--- config.mk ---
export PLATFORM = sky130hd
export DESIGN_NAME = line_buf_ctrl
export DESIGN_NICKNAME = d
export VERILOG_FILES = /design/src/rtl/line_buf_pkg.sv /design/src/rtl/line_buf_ptr.sv /design/src/rtl/line_buf_ctrl.sv
export SDC_FILE = /design/constraint.sdc
export NUM_CORES = 1
export LEC_CHECK = 0
export ABC_AREA = 1
export CAP_MARGIN = 20
export CORE_MARGIN = 5
export CORE_UTILIZATION = 56
export CTS_CLUSTER_SIZE = 12
export DETAILED_ROUTE_END_ITERATION = 6
export DONT_BUFFER_PORTS = 1
export GPL_ROUTABILITY_DRIVEN = 0
export MAX_ROUTING_LAYER = met4
export PLACE_DENSITY = 0.82
export SLEW_MARGIN = 20
export SYNTH_ARGS = -nofsm -noshare
export SYNTH_HDL_FRONTEND = slang
export SYNTH_SLANG_ARGS = --single-unit
--- constraint.sdc ---
create_clock -name clk -period 2.7 [get_ports clk]
set_clock_uncertainty 0.05 [all_clocks]
set_input_delay 0.405 -clock clk [delete_from_list [all_inputs] [get_ports clk]]
set_output_delay 0.405 -clock clk [all_outputs]
set_load 0.005 [all_outputs]
--- src/rtl/line_buf_pkg.sv ---
// Shared definitions for the line buffer controller: FSM encoding, address
// width and the modulo pointer step.
package line_buf_pkg;

  localparam int unsigned ADDR_W = 8;
  // One bit wider than ADDR_W so that a completely full 256-row buffer is representable
  localparam int unsigned FILL_W = ADDR_W + 1;

  typedef enum logic [1:0] {
    IDLE  = 2'd0,
    RUN   = 2'd1,
    FLUSH = 2'd2
  } lb_state_e;

  // Advance a row pointer, wrapping from last back to 0
  function automatic logic [ADDR_W-1:0] wrap_inc(input logic [ADDR_W-1:0] ptr,
                                                 input logic [ADDR_W-1:0] last);
    return (ptr == last) ? '0 : ADDR_W'(ptr + 1'b1);
  endfunction

endpackage

--- src/rtl/line_buf_ptr.sv ---
// Modulo-DEPTH row pointer with increment enable.
module line_buf_ptr
  import line_buf_pkg::*;
#(
  parameter int unsigned DEPTH = 16
) (
  input  logic              clk,
  input  logic              rst_n,
  input  logic              inc_i,
  output logic [ADDR_W-1:0] ptr_o
);

  localparam logic [ADDR_W-1:0] LAST = ADDR_W'(DEPTH - 1);

  logic [ADDR_W-1:0] ptr_q, ptr_d;

  // Next pointer value
  always_comb begin
    ptr_d = ptr_q;
    if (inc_i) ptr_d = wrap_inc(ptr_q, LAST);
  end

  // Pointer register
  always_ff @(posedge clk or negedge rst_n) begin
    if (!rst_n) ptr_q <= '0;
    else        ptr_q <= ptr_d;
  end

  assign ptr_o = ptr_q;

endmodule

--- src/rtl/line_buf_ctrl.sv ---
// Line buffer controller: packs an upstream word stream into rows of a shift
// RAM and hands complete rows to a consumer. Optional partial-row flush is
// compiled in with LINE_BUF_CTRL_FLUSH_EN.
module line_buf_ctrl
  import line_buf_pkg::*;
#(
  parameter int unsigned DEPTH      = 16,
  parameter int unsigned DATA_WIDTH = 16,
  parameter int unsigned LENGTH     = 25
) (
  input  logic                  clk,
  input  logic                  rst_n,
`ifdef LINE_BUF_CTRL_FLUSH_EN
  input  logic                  flush,
`endif
  input  logic                  in_valid,
  input  logic [DATA_WIDTH-1:0] in_data,
  output logic                  in_ready,
  output logic                  ram_we,
  output logic [DATA_WIDTH-1:0] ram_din,
  output logic [ADDR_W-1:0]     ram_wr_addr,
  output logic [ADDR_W-1:0]     ram_rd_addr,
  output logic                  out_valid,
  input  logic                  out_ready,
  output logic [ADDR_W-1:0]     rows_full
);

  localparam logic [ADDR_W-1:0] WORD_LAST = ADDR_W'(LENGTH - 1);
  localparam logic [FILL_W-1:0] DEPTH_C   = FILL_W'(DEPTH);

  lb_state_e             state_q, state_d;
  logic [ADDR_W-1:0]     word_cnt_q, word_cnt_d;
  logic [FILL_W-1:0]     rows_full_q, rows_full_d;
  logic                  in_ready_q, in_ready_d;
  logic                  out_valid_q, out_valid_d;
  logic                  wr_en, row_done, rd_take, flush_go;
  logic [DATA_WIDTH-1:0] din;

  // Write path, row accounting and next state
  always_comb begin
    wr_en       = 1'b0;
    din         = '0;
    flush_go    = 1'b0;
    state_d     = state_q;
    word_cnt_d  = word_cnt_q;
    rows_full_d = rows_full_q;

    case (state_q)
      RUN: begin
        wr_en = in_valid & in_ready_q;
        if (wr_en) din = in_data;
      end
      FLUSH: wr_en = 1'b1;  // pad with zeros until the row closes
      default: ;
    endcase

    row_done = wr_en && (word_cnt_q == WORD_LAST);
    rd_take  = out_valid_q & out_ready;

    if (wr_en) word_cnt_d = row_done ? '0 : ADDR_W'(word_cnt_q + 1'b1);

    if (row_done && !rd_take)      rows_full_d = FILL_W'(rows_full_q + 1'b1);
    else if (!row_done && rd_take) rows_full_d = FILL_W'(rows_full_q - 1'b1);

`ifdef LINE_BUF_CTRL_FLUSH_EN
    // Only a genuinely partial row that this cycle does not close is flushed
    flush_go = flush && (word_cnt_q != '0) && !row_done;
`endif

    case (state_q)
      IDLE:    state_d = RUN;
      RUN:     if (flush_go) state_d = FLUSH;
      FLUSH:   if (row_done) state_d = RUN;
      default: state_d = IDLE;
    endcase

    in_ready_d  = (state_d == RUN) && (rows_full_d < DEPTH_C);
    out_valid_d = (rows_full_d != '0);
  end

  // State and registered handshake outputs
  always_ff @(posedge clk or negedge rst_n) begin
    if (!rst_n) begin
      state_q     <= IDLE;
      word_cnt_q  <= '0;
      rows_full_q <= '0;
      in_ready_q  <= 1'b0;
      out_valid_q <= 1'b0;
    end else begin
      state_q     <= state_d;
      word_cnt_q  <= word_cnt_d;
      rows_full_q <= rows_full_d;
      in_ready_q  <= in_ready_d;
      out_valid_q <= out_valid_d;
    end
  end

  line_buf_ptr #(.DEPTH(DEPTH)) u_wr_ptr (
    .clk   (clk),
    .rst_n (rst_n),
    .inc_i (row_done),
    .ptr_o (ram_wr_addr)
  );

  line_buf_ptr #(.DEPTH(DEPTH)) u_rd_ptr (
    .clk   (clk),
    .rst_n (rst_n),
    .inc_i (rd_take),
    .ptr_o (ram_rd_addr)
  );

  assign in_ready  = in_ready_q;
  assign ram_we    = wr_en;
  assign ram_din   = din;
  assign out_valid = out_valid_q;
  // A full 256-row buffer reads back as 0 on the 8-bit port
  assign rows_full = ADDR_W'(rows_full_q);

endmodule

======== Word-level counts from Yosys, hierarchy flattened ========
Index checks and enable logic that the tools add are counted.
operators by class
  reduce and logical (&&, ||, !) cells .... 8
  $lt $le $gt $ge ......................... 1
  bitwise logic cells ..................... 2
  muxes and demuxes ....................... 10
  add/subtract/negate cells ............... 5
  equality and inequality tests ........... 6
operators with widths
  operator               count
  $mux W16               2
  $add A8 B1 Y8 const B  3
  $mux W8                3
  $mux W9                2
  $eq A8 B4 Y1 const B   2
  $add A9 B1 Y9 const B  1
  $lt A9 B5 Y1 const B   1
  $reduce_bool A9 Y1     1
  $sub A9 B1 Y9 const B  1
  $eq A8 B5 Y1 const B   1
  $pmux W2 S3            1
  $eq A2 B1 Y1 const B   2
  $logic_and A1 B1 Y1    4
  $and A1 B1 Y1          2
  $eq A2 B2 Y1 const B   1
  $logic_not A1 Y1       2
  $logic_not A2 Y1       1
  $mux W2                1
  $pmux W1 S2            1
storage, ports and cells
  output and inout bits ................... 43
  flip-flop bits (word level) ............. 37
  word-level logic and storage cells ...... 39
  input bits .............................. 20

======== Longest topological paths before layout ========
Gate-level depths: netlist of the first run.
  depth in word-level cells ............... 9
  depth in mapped cells ................... 14
  gate-level depth less buffers ........... 14

======== Modules after synthesis ========
From an unflattened synthesis of the first run, not the netlist that was laid out.
second synthesis, totals
  cell total of the unflattened synthesis .. 379
  area, all modules ....................... 2,612.5 um2
by module, submodules not included
  module         instances  cells each  seq. area each (um2)  area an instance (um2)
  line_buf_ctrl  1          267         525.5                 1,734.2
  line_buf_ptr   2          56          200.2                 439.2

======== Worst setup path after synthesis of the first run ========
OpenSTA, ideal clock, no wires.
  path kind ............................... reg-to-reg
  from .................................... register state_q[1]
  to ...................................... register word_cnt_q[7]
  cell stages (with the launch flop) ...... 12
  setup slack ............................. 0.861 ns
  period minus slack after synthesis ...... 1.839 ns
  arrival time ............................ 1.666 ns
  cell sequence ........................... dfrtp_1 -> inv_1 -> ha_1 -> nand3_4 -> a21oi_4 -> buf_6 -> inv_4 -> nor2_4 -> inv_2 -> nor3_4 -> nand2_1 -> xnor2_1
on the way
  longest elaborated chain between the ends .. 4
  elaborated cells on any way between the ends .. 5
RTL lines
  what                                          line                 source
  start, declared                               line_buf_ctrl.sv:31  lb_state_e state_q, state_d;
  start signal, assigned                        line_buf_ctrl.sv:90  state_q <= state_d;
  $eq A2 B2 Y1 or $eq A2 B1 Y1 (tied branches)  line_buf_ctrl.sv:48  case (state_q)
  $pmux W1 S2 (*)                               line_buf_ctrl.sv:48
  named net ram_we                              line_buf_ctrl.sv:19  output logic ram_we,
  $logic_and A1 B1 Y1                           line_buf_ctrl.sv:57  row_done = wr_en && (word_cnt_q == WORD_LAST);
  $mux W8                                       line_buf_ctrl.sv:60  if (wr_en) word_cnt_d = row_done ? '0 : ADDR_W'(word_cnt_q + 1'b1);
  end signal, assigned                          line_buf_ctrl.sv:91  word_cnt_q <= word_cnt_d;
  end, declared                                 line_buf_ctrl.sv:32  logic [ADDR_W-1:0] word_cnt_q, word_cnt_d;
The timed path passes the listed nets; every way through them passes the cells marked *.
A chain may end at the register's enable or synchronous reset.

======== Worst setup path in the final report of the first run ========
  from .................................... register state_q[1]
  to ...................................... register out_valid_q (netlist: out_valid)
on the way
  longest elaborated chain between the ends .. 8
  elaborated cells on any way between the ends .. 10
RTL lines
  what                                          line                 source
  $eq A2 B2 Y1 or $eq A2 B1 Y1 (tied branches)  line_buf_ctrl.sv:48
  $pmux W1 S2 (*)                               line_buf_ctrl.sv:48
  $logic_and A1 B1 Y1 (*)                       line_buf_ctrl.sv:57
  $logic_not A1 Y1                              line_buf_ctrl.sv:63  else if (!row_done && rd_take) rows_full_d = FILL_W'(rows_full_q - 1'b1);
  $logic_and A1 B1 Y1                           line_buf_ctrl.sv:63
  $mux W9                                       line_buf_ctrl.sv:63
  $mux W9 (*)                                   line_buf_ctrl.sv:62  if (row_done && !rd_take) rows_full_d = FILL_W'(rows_full_q + 1'b1);
  $reduce_bool A9 Y1 (*)                        line_buf_ctrl.sv:78  out_valid_d = (rows_full_d != '0);
  named net out_valid_d                         line_buf_ctrl.sv:35  logic out_valid_q, out_valid_d;
  end signal, assigned                          line_buf_ctrl.sv:94  out_valid_q <= out_valid_d;
  end, declared                                 line_buf_ctrl.sv:35
Marks and branches as above.

==> qor.txt, run 1 <==
DIE AREA - 5900 um^2
Share of cells above drive strength 1 - 12.0%
Actual slew at the worst max-slew pin - 420 ps
Footprint of the multi-input gates - 1250 um^2
Distinct cells, synth - 39
Crit end category - flip-flop
CTS sink cnt - 37
Inserted Diodes - 0
Height of the die - 76.8 um
Final setup vio count - 0
Endpoints failing hold - 0
CTS H-tree lvls - 2
# fillers - 384
All-Layer GR Usage - 18.8%
Post-route ant nets - 0
R2R Setup Slk - 480 ps
Core Footprint - 4350 um^2
Largest family of logic cells by synthesized area - simple AND/OR/NAND/NOR gates
Worst path arrival time - 2350 ps
Syn_area_per_cell - 7.64 um^2
Worst VDD drop - 521 uV
Mux cell area share after synthesis - 0%
Post-cts gate resize count - 0
FF+latch area - 926 um^2
Initial antenna violation count - 0
DR vias - 2003
Number of buffers added on ports - 0
CTS tree - yes
DRT Pass-1 Iters - 4
Worst min path class - input port to flip-flop
Worst Reg-to-Reg Cells - 11
GR Overflow Total - 0
Tcrit/Tclk final - 82.3%
Largest net degree at the start of global routing - 38
Crit Path Max Fanout - 17
Num CTS Buffers - 5
DR DRC count - 0
Seq/Total Area, Yosys - 37.1%
Power Total - 0.00214 W
Post-synthesis simple-gate area fraction - 35.3%
First-pass GRT wire length - 8.87 mm
Post-Syn Area - 2500 um^2
Max clock buf depth - 2
FP Rows - 24
Net Count, Synth - 358
WL/cell - 13.6 um
Max Cap Viol - 0
Routed Wire Length - 5.11 mm
Outcome - finished, final reports clean
Initial core utilization - 57.4%
DPL Wire Length - 3.85 mm
Synthesis-to-layout area growth - 3.61%
Worst Setup Start Kind - flip-flop
Post-synthesis adder-cell area fraction - 5.51%
Worst-path clk slew - 80 ps
Rel. slew slack - 72.0%
Synth Area in Compound Gates - 4.91%
RSZ-0062 raised after global routing - false
1st-iter DRT viols - 50
I/O pin cnt - 63
Net count reported at finish - 355
Worst Hold Depth - 3
Crit path kind - flip-flop to flip-flop
Synth warn - 0
Post-Route Setup TNS - 0 ps
Fin. max-slew vios - 0
Vias per std cell - 5.31
Leakage Power - 1.40 nW
Vias in the first global route - 1944
Fin crit period - 2220 ps
Clk_lat worst skew - 290 ps
Pwr Density - 825 nW/um^2
Root buf cell - clkbuf_8
F_max - 450 MHz
Required @ worst endpoint - 2830 ps
Die width - 76.8 um
Flip-flop and latch count after synthesis - 37
Synth Area in XOR/XNOR - 4.21%
Mapped Cells - 327
kinds of logic after synthesis:
logic type / count (synthesis)
and+or+nand+nor: 172
xor gates and xnor gates: 12
AOI/OAI and AO/OA: 22
adders and majority gates: 11
DFF: 37
buffers and inverters: 73
critical path, cell delays in order (launching register included):
cell	delay [ps]
dfrtp_1	410
inv_1	110
ha_1	220
nand3_4	200
a21oi_4	210
buf_4	230
nand3_4	130
nand2_1	130
xor2_1	190
nand2_1	90
nor2_1	100
nand2_1	60
state kept, by name, indices dropped and copies added (netlist names):
register	flops
word_cnt_q	8
rows_full_q	9
state_q	2
u_wr_ptr.ptr_o	8
in_ready	1
out_valid	1
u_rd_ptr.ptr_o	8
routing by layer:
layer  track usage (%)  part of all wire [%]  up-vias
li1                  -                     -     1004
met1              19.7                    41      917
met2              31.2                    49       77
met3              8.55                   8.9        5
met4              6.82                   1.3        0
met5                 -                     0        -
Yosys cell counts:
cell type	count	share of area, %
a21oi_1	5	1.0
nor2_8	1	0.80
nor2_2	1	0.25
buf_1	1	0.15
nand3b_1	1	0.30
clkbuf_1	1	0.15
nand2_4	1	0.45
nor3_1	6	1.2
o21ai_0	14	2.8
inv_1	53	8.0
buf_6	2	0.90
xor2_1	4	1.4
nor3b_1	2	0.60
nor2_1	48	7.2
nor2_4	1	0.45
nor4_1	1	0.25
nand3_1	23	4.6
inv_2	4	0.60
a31oi_1	1	0.25
nand4_2	2	1.0
nor3_2	1	0.40
nand3_2	5	2.0
ha_1	11	5.5
buf_4	8	2.4
dfrtp_1	37	37
xnor2_1	8	2.8
nand2_2	5	1.3
nand4_1	5	1.3
nor3_4	2	1.3
clkinv_2	1	0.20
or2_0	1	0.25
buf_2	1	0.20
nand3_4	2	1.4
nor4_2	2	1.0
nand2_1	62	9.3
a21oi_4	1	0.65
clkinv_1	1	0.15
o21ai_1	1	0.20
inv_4	1	0.25
metrics by stage:
| stage | hold WS, ps | std cells | cell area, um^2 | setup WS, ps | utilization, % |
|---|---|---|---|---|---|
| floorplan | 59.4 | 327 | 2500 | 861 | - |
| global placement | 60.7 | 367 | 2470 | 531 | 56.8 |
| detailed placement | 60.7 | 367 | 2470 | 484 | 56.8 |
| CTS | 387 | 377 | 2590 | 462 | 59.4 |
| global route | 421 | 377 | 2590 | 217 | 59.4 |
| finish | 408 | 377 | 2590 | 477 | 59.4 |
cells in the final DEF, fill, tap and decap left out, types with 5 or more instances in the layout:
cell type,instances
a21oi_1,5
clkbuf_8,5
dfrtp_1,37
ha_1,11
inv_1,53
nand2_1,62
nand2_2,5
nand3_1,23
nand3_2,5
nand4_1,5
nor2_1,48
nor3_1,6
o21ai_0,14
xnor2_1,8
power by group:
group	internal [W]	switching, W
combinational	0.000284	0.000500
clock	0.000179	0.000199
sequential	0.000720	0.000254
final timing paths:
kind,start,endpoint
worst max register to register,state_q[1],out_valid
worst min-delay path,out_ready,u_rd_ptr.ptr_o[1]
worst max-delay path,state_q[1],out_valid
min in group asynchronous,rst_n,word_cnt_q[5]
worst min register to register,word_cnt_q[7],word_cnt_q[7]
max in group asynchronous,rst_n,rows_full_q[8]
cell type report:
type	count	area share, %
clock buffers	6	2.80
clock inverters	2	0.387
inverters	60	8.85
multi-input cells	217	48.2
flip-flops and latches	37	35.8
well taps	52	2.51
repair buffers	3	1.45
what timing repair did:
item	in CTS	in global routing
endpoints found under the hold margin	37	0
hold buffers	2	0
buffers inserted	0	0
Note: power is estimated with default switching activity, not from simulation.
==> run 2, diff against run 1 <==
--- a/config.mk
+++ b/config.mk
@@ -14,7 +14,7 @@
 export DONT_BUFFER_PORTS = 1
 export GPL_ROUTABILITY_DRIVEN = 0
 export MAX_ROUTING_LAYER = met4
-export PLACE_DENSITY = 0.82
+export PLACE_DENSITY = 0.85
 export SLEW_MARGIN = 20
 export SYNTH_ARGS = -nofsm -noshare
 export SYNTH_HDL_FRONTEND = slang
==> constraint.sdc (replaced) <==
create_clock -name clk -period 1.9 [get_ports clk]
set_clock_uncertainty 0.05 [all_clocks]
set_input_delay 0.285 -clock clk [delete_from_list [all_inputs] [get_ports clk]]
set_output_delay 0.285 -clock clk [all_outputs]
set_load 0.005 [all_outputs]
==> run 2 against run 1 <==
The flow now finishes with violations (setup timing). Count of clock-buffer cells in the layout grew 1. Sequential cell count is the same. Combinational power grew 100%. Cell count grew 7.7%. Critical endpoint unchanged.
==> qor.txt, run 2 (synthesis results as in run 1) <==
Die width - 76.8 um (unchanged)
Final setup vio count - 2 (+2)
Leakage Power - 1.61 nW (+15%)
GR Overflow Total - 0 (unchanged)
Vias in the first global route - 2005 (+3.1%)
Sequential Power Share - 38.9% (-6.7 points)
Pwr Density - 1150 nW/um^2 (+40%)
Initial antenna violation count - 0 (unchanged)
Commonest non-fill, non-tap cells in the layout - nand2_1, inv_1, nor2_1, dfrtp_1, buf_4
Hold slack - 166 ps (-242 ps)
Inserted Diodes - 0 (unchanged)
Worst min path class - input port to flip-flop
Fin. max-slew vios - 0 (unchanged)
All-Layer GR Usage - 19.9% (+1.1 points)
Vias per std cell - 5.30 (-0.33%)
CTS tree - yes
Required @ worst endpoint - 2040 ps (-790 ps)
DPL Wire Length - 4.00 mm (+3.9%)
Max clock buf depth - 2 (unchanged)
First-pass GRT wire length - 9.40 mm (+6.0%)
Clk network pwr share - 16.1% (-1.6 points)
Tcrit/Tclk final - 102% (+20 points)
Height of the die - 76.8 um (unchanged)
Crit Path Max Fanout - 7 (-10)
CTS H-tree lvls - 2 (unchanged)
Actual slew at the worst max-slew pin - 534 ps (+114 ps)
Endpoints failing hold - 0 (unchanged)
FP Rows - 24 (unchanged)
1st-iter DRT viols - 64 (+28%)
Root buf cell - clkbuf_8
Outcome - finished, violations left
Combinational Power Share - 45.0% (+8.3 points)
Final Util - 70.1% (+11 points)
Crit end category - flip-flop
Failing checks - setup timing
Final cell count without fillers - 406 (+7.7%)
Internal power - 0.00199 W (+69%)
Routed Wire Length - 5.80 mm (+13%)
DIE AREA - 5900 um^2 (unchanged)
F_max - 516 MHz (+15%)
Placed cell areas - 2570 um^2 (+3.9%)
Rel. slew slack - 64.3% (-7.6 points)
Synthesis-to-layout area growth - 22.3%
Worst path arrival time - 2080 ps (-270 ps)
Largest net degree at the start of global routing - 38 (unchanged)
Dpl cells - 380 (+3.5%)
RSZ-0062 raised after global routing - true
Net count reported at finish - 385 (+8.5%)
Num CTS Buffers - 5 (unchanged)
Number of buffers added on ports - 0 (unchanged)
CTS sink cnt - 37 (unchanged)
Core Footprint - 4350 um^2 (unchanged)
I/O pin cnt - 63 (unchanged)
Max FFs per register - 9 (unchanged)
Final non-filler cell area - 3050 um^2 (+18%)
Worst-path clk slew - 70 ps (about the same)
Worst Setup Start Kind - flip-flop
Final worst slack - -39.3 ps (-517 ps)
DR vias - 2150 (+7.3%)
Clk_lat worst skew - 300 ps (about the same)
DRT Pass-1 Iters - 4 (unchanged)
Share of cells above drive strength 1 - 28.0% (+16 points)
WL/cell - 14.3 um (+5.4%)
Switching share of power - 43.4% (-1.2 points)
Largest register by flop count - rows_full_q
Initial core utilization - 57.4% (unchanged)
DR DRC count - 0 (unchanged)
Fin crit period - 1940 ps (-283 ps)
Crit path kind - flip-flop to flip-flop
Max Cap Viol - 0 (unchanged)
Most common cell after layout, fill and taps aside - nand2_1
Post-route ant nets - 0 (unchanged)
Worst VDD drop - 1150 uV (+120%)
NetSw - 0.00153 W (+61%)
[run 2: final cells by class]
| type | count | area [um^2] |
|---|---|---|
| Multi-Input combinational cell | 218 | 1450 |
| Fill cell | 309 | 1300 |
| Sequential cell | 37 | 927 |
| Timing Repair Buffer | 32 | 290 |
| Inverter | 60 | 238 |
| Clock buffer | 7 | 86.3 |
| Tap cell | 52 | 65.1 |
[run 2: layer usage]
metal	up-vias	wire length [um]	GRT usage [%]	share of wire, %
li1	1061	-	-	-
met1	1004	2190	22.2	38
met2	70	3060	33.1	53
met3	15	389	6.79	6.7
met4	0	163	7.17	2.8
met5	-	0	-	0
[run 2: final timing paths]
check	startpoint	to	slack, ps	depth (start not counted)
max	state_q[0]	out_valid	-40	13
min	out_ready	u_rd_ptr.ptr_o[1]	170	3
max reg2reg	state_q[0]	out_valid	-40	13
min reg2reg	word_cnt_q[7]	word_cnt_q[7]	450	1
max in group asynchronous	rst_n	rows_full_q[1]	1200	2
min in group asynchronous	rst_n	word_cnt_q[4]	390	2
[run 2: worst max-delay path: stages, from the launching register on]
cell and delay, ps:
dfrtp_1 410, buf_6 130, ha_4 160, nand3_4 80
a21oi_4 60, buf_12 140, nand3_4 130, clkinv_4 110
nand2_1 70, o21ai_0 80, nor2_1 140, nand2_1 80
nor2_2 120, nand2_1 60
[run 2: stage by stage]
stage | total power (W) | setup TNS, ps | setup WS (ps)
2_1_floorplan | 0.00232 | 0 | 61.3
3_3_place_gp | 0.00253 | 0 | 4.45
3_5_place_dp | 0.00257 | -125 | -73.3
4_1_cts | 0.00329 | -9.81 | -6.59
5_1_grt | 0.00382 | -914 | -187
6_report | 0.00352 | -59.8 | -39.3
[run 2: power by group through the flow]
stage | clock, W | combinational [W] | sequential (W)
after global placement | 0 | 0.00118 | 0.00135
after floorplan | 0 | 0.00106 | 0.00126
after global routing | 0.000613 | 0.00179 | 0.00141
after CTS | 0.000577 | 0.00136 | 0.00135
final | 0.000569 | 0.00158 | 0.00137
after detailed placement | 0 | 0.00121 | 0.00136
[run 2: repair_timing]
| item | CTS | global route |
|---|---|---|
| pin swaps | 18 | 20 |
| endpoints found under the setup margin | 3 | 18 |
| hold endpoints to repair | 37 | 0 |
| hold buffers | 2 | 0 |
| gates cloned | 1 | 0 |
| setup buffers | 10 | 7 |
| gates resized for setup | 25 | 33 |
==> run 3, diff against run 2 <==
--- a/config.mk
+++ b/config.mk
@@ -19,3 +19,4 @@
 export SYNTH_ARGS = -nofsm -noshare
 export SYNTH_HDL_FRONTEND = slang
 export SYNTH_SLANG_ARGS = --single-unit
+export TNS_END_PERCENT = 100
==> results of run 3 <==
The final DEF is identical to that of run 2; final timing and power are the same.
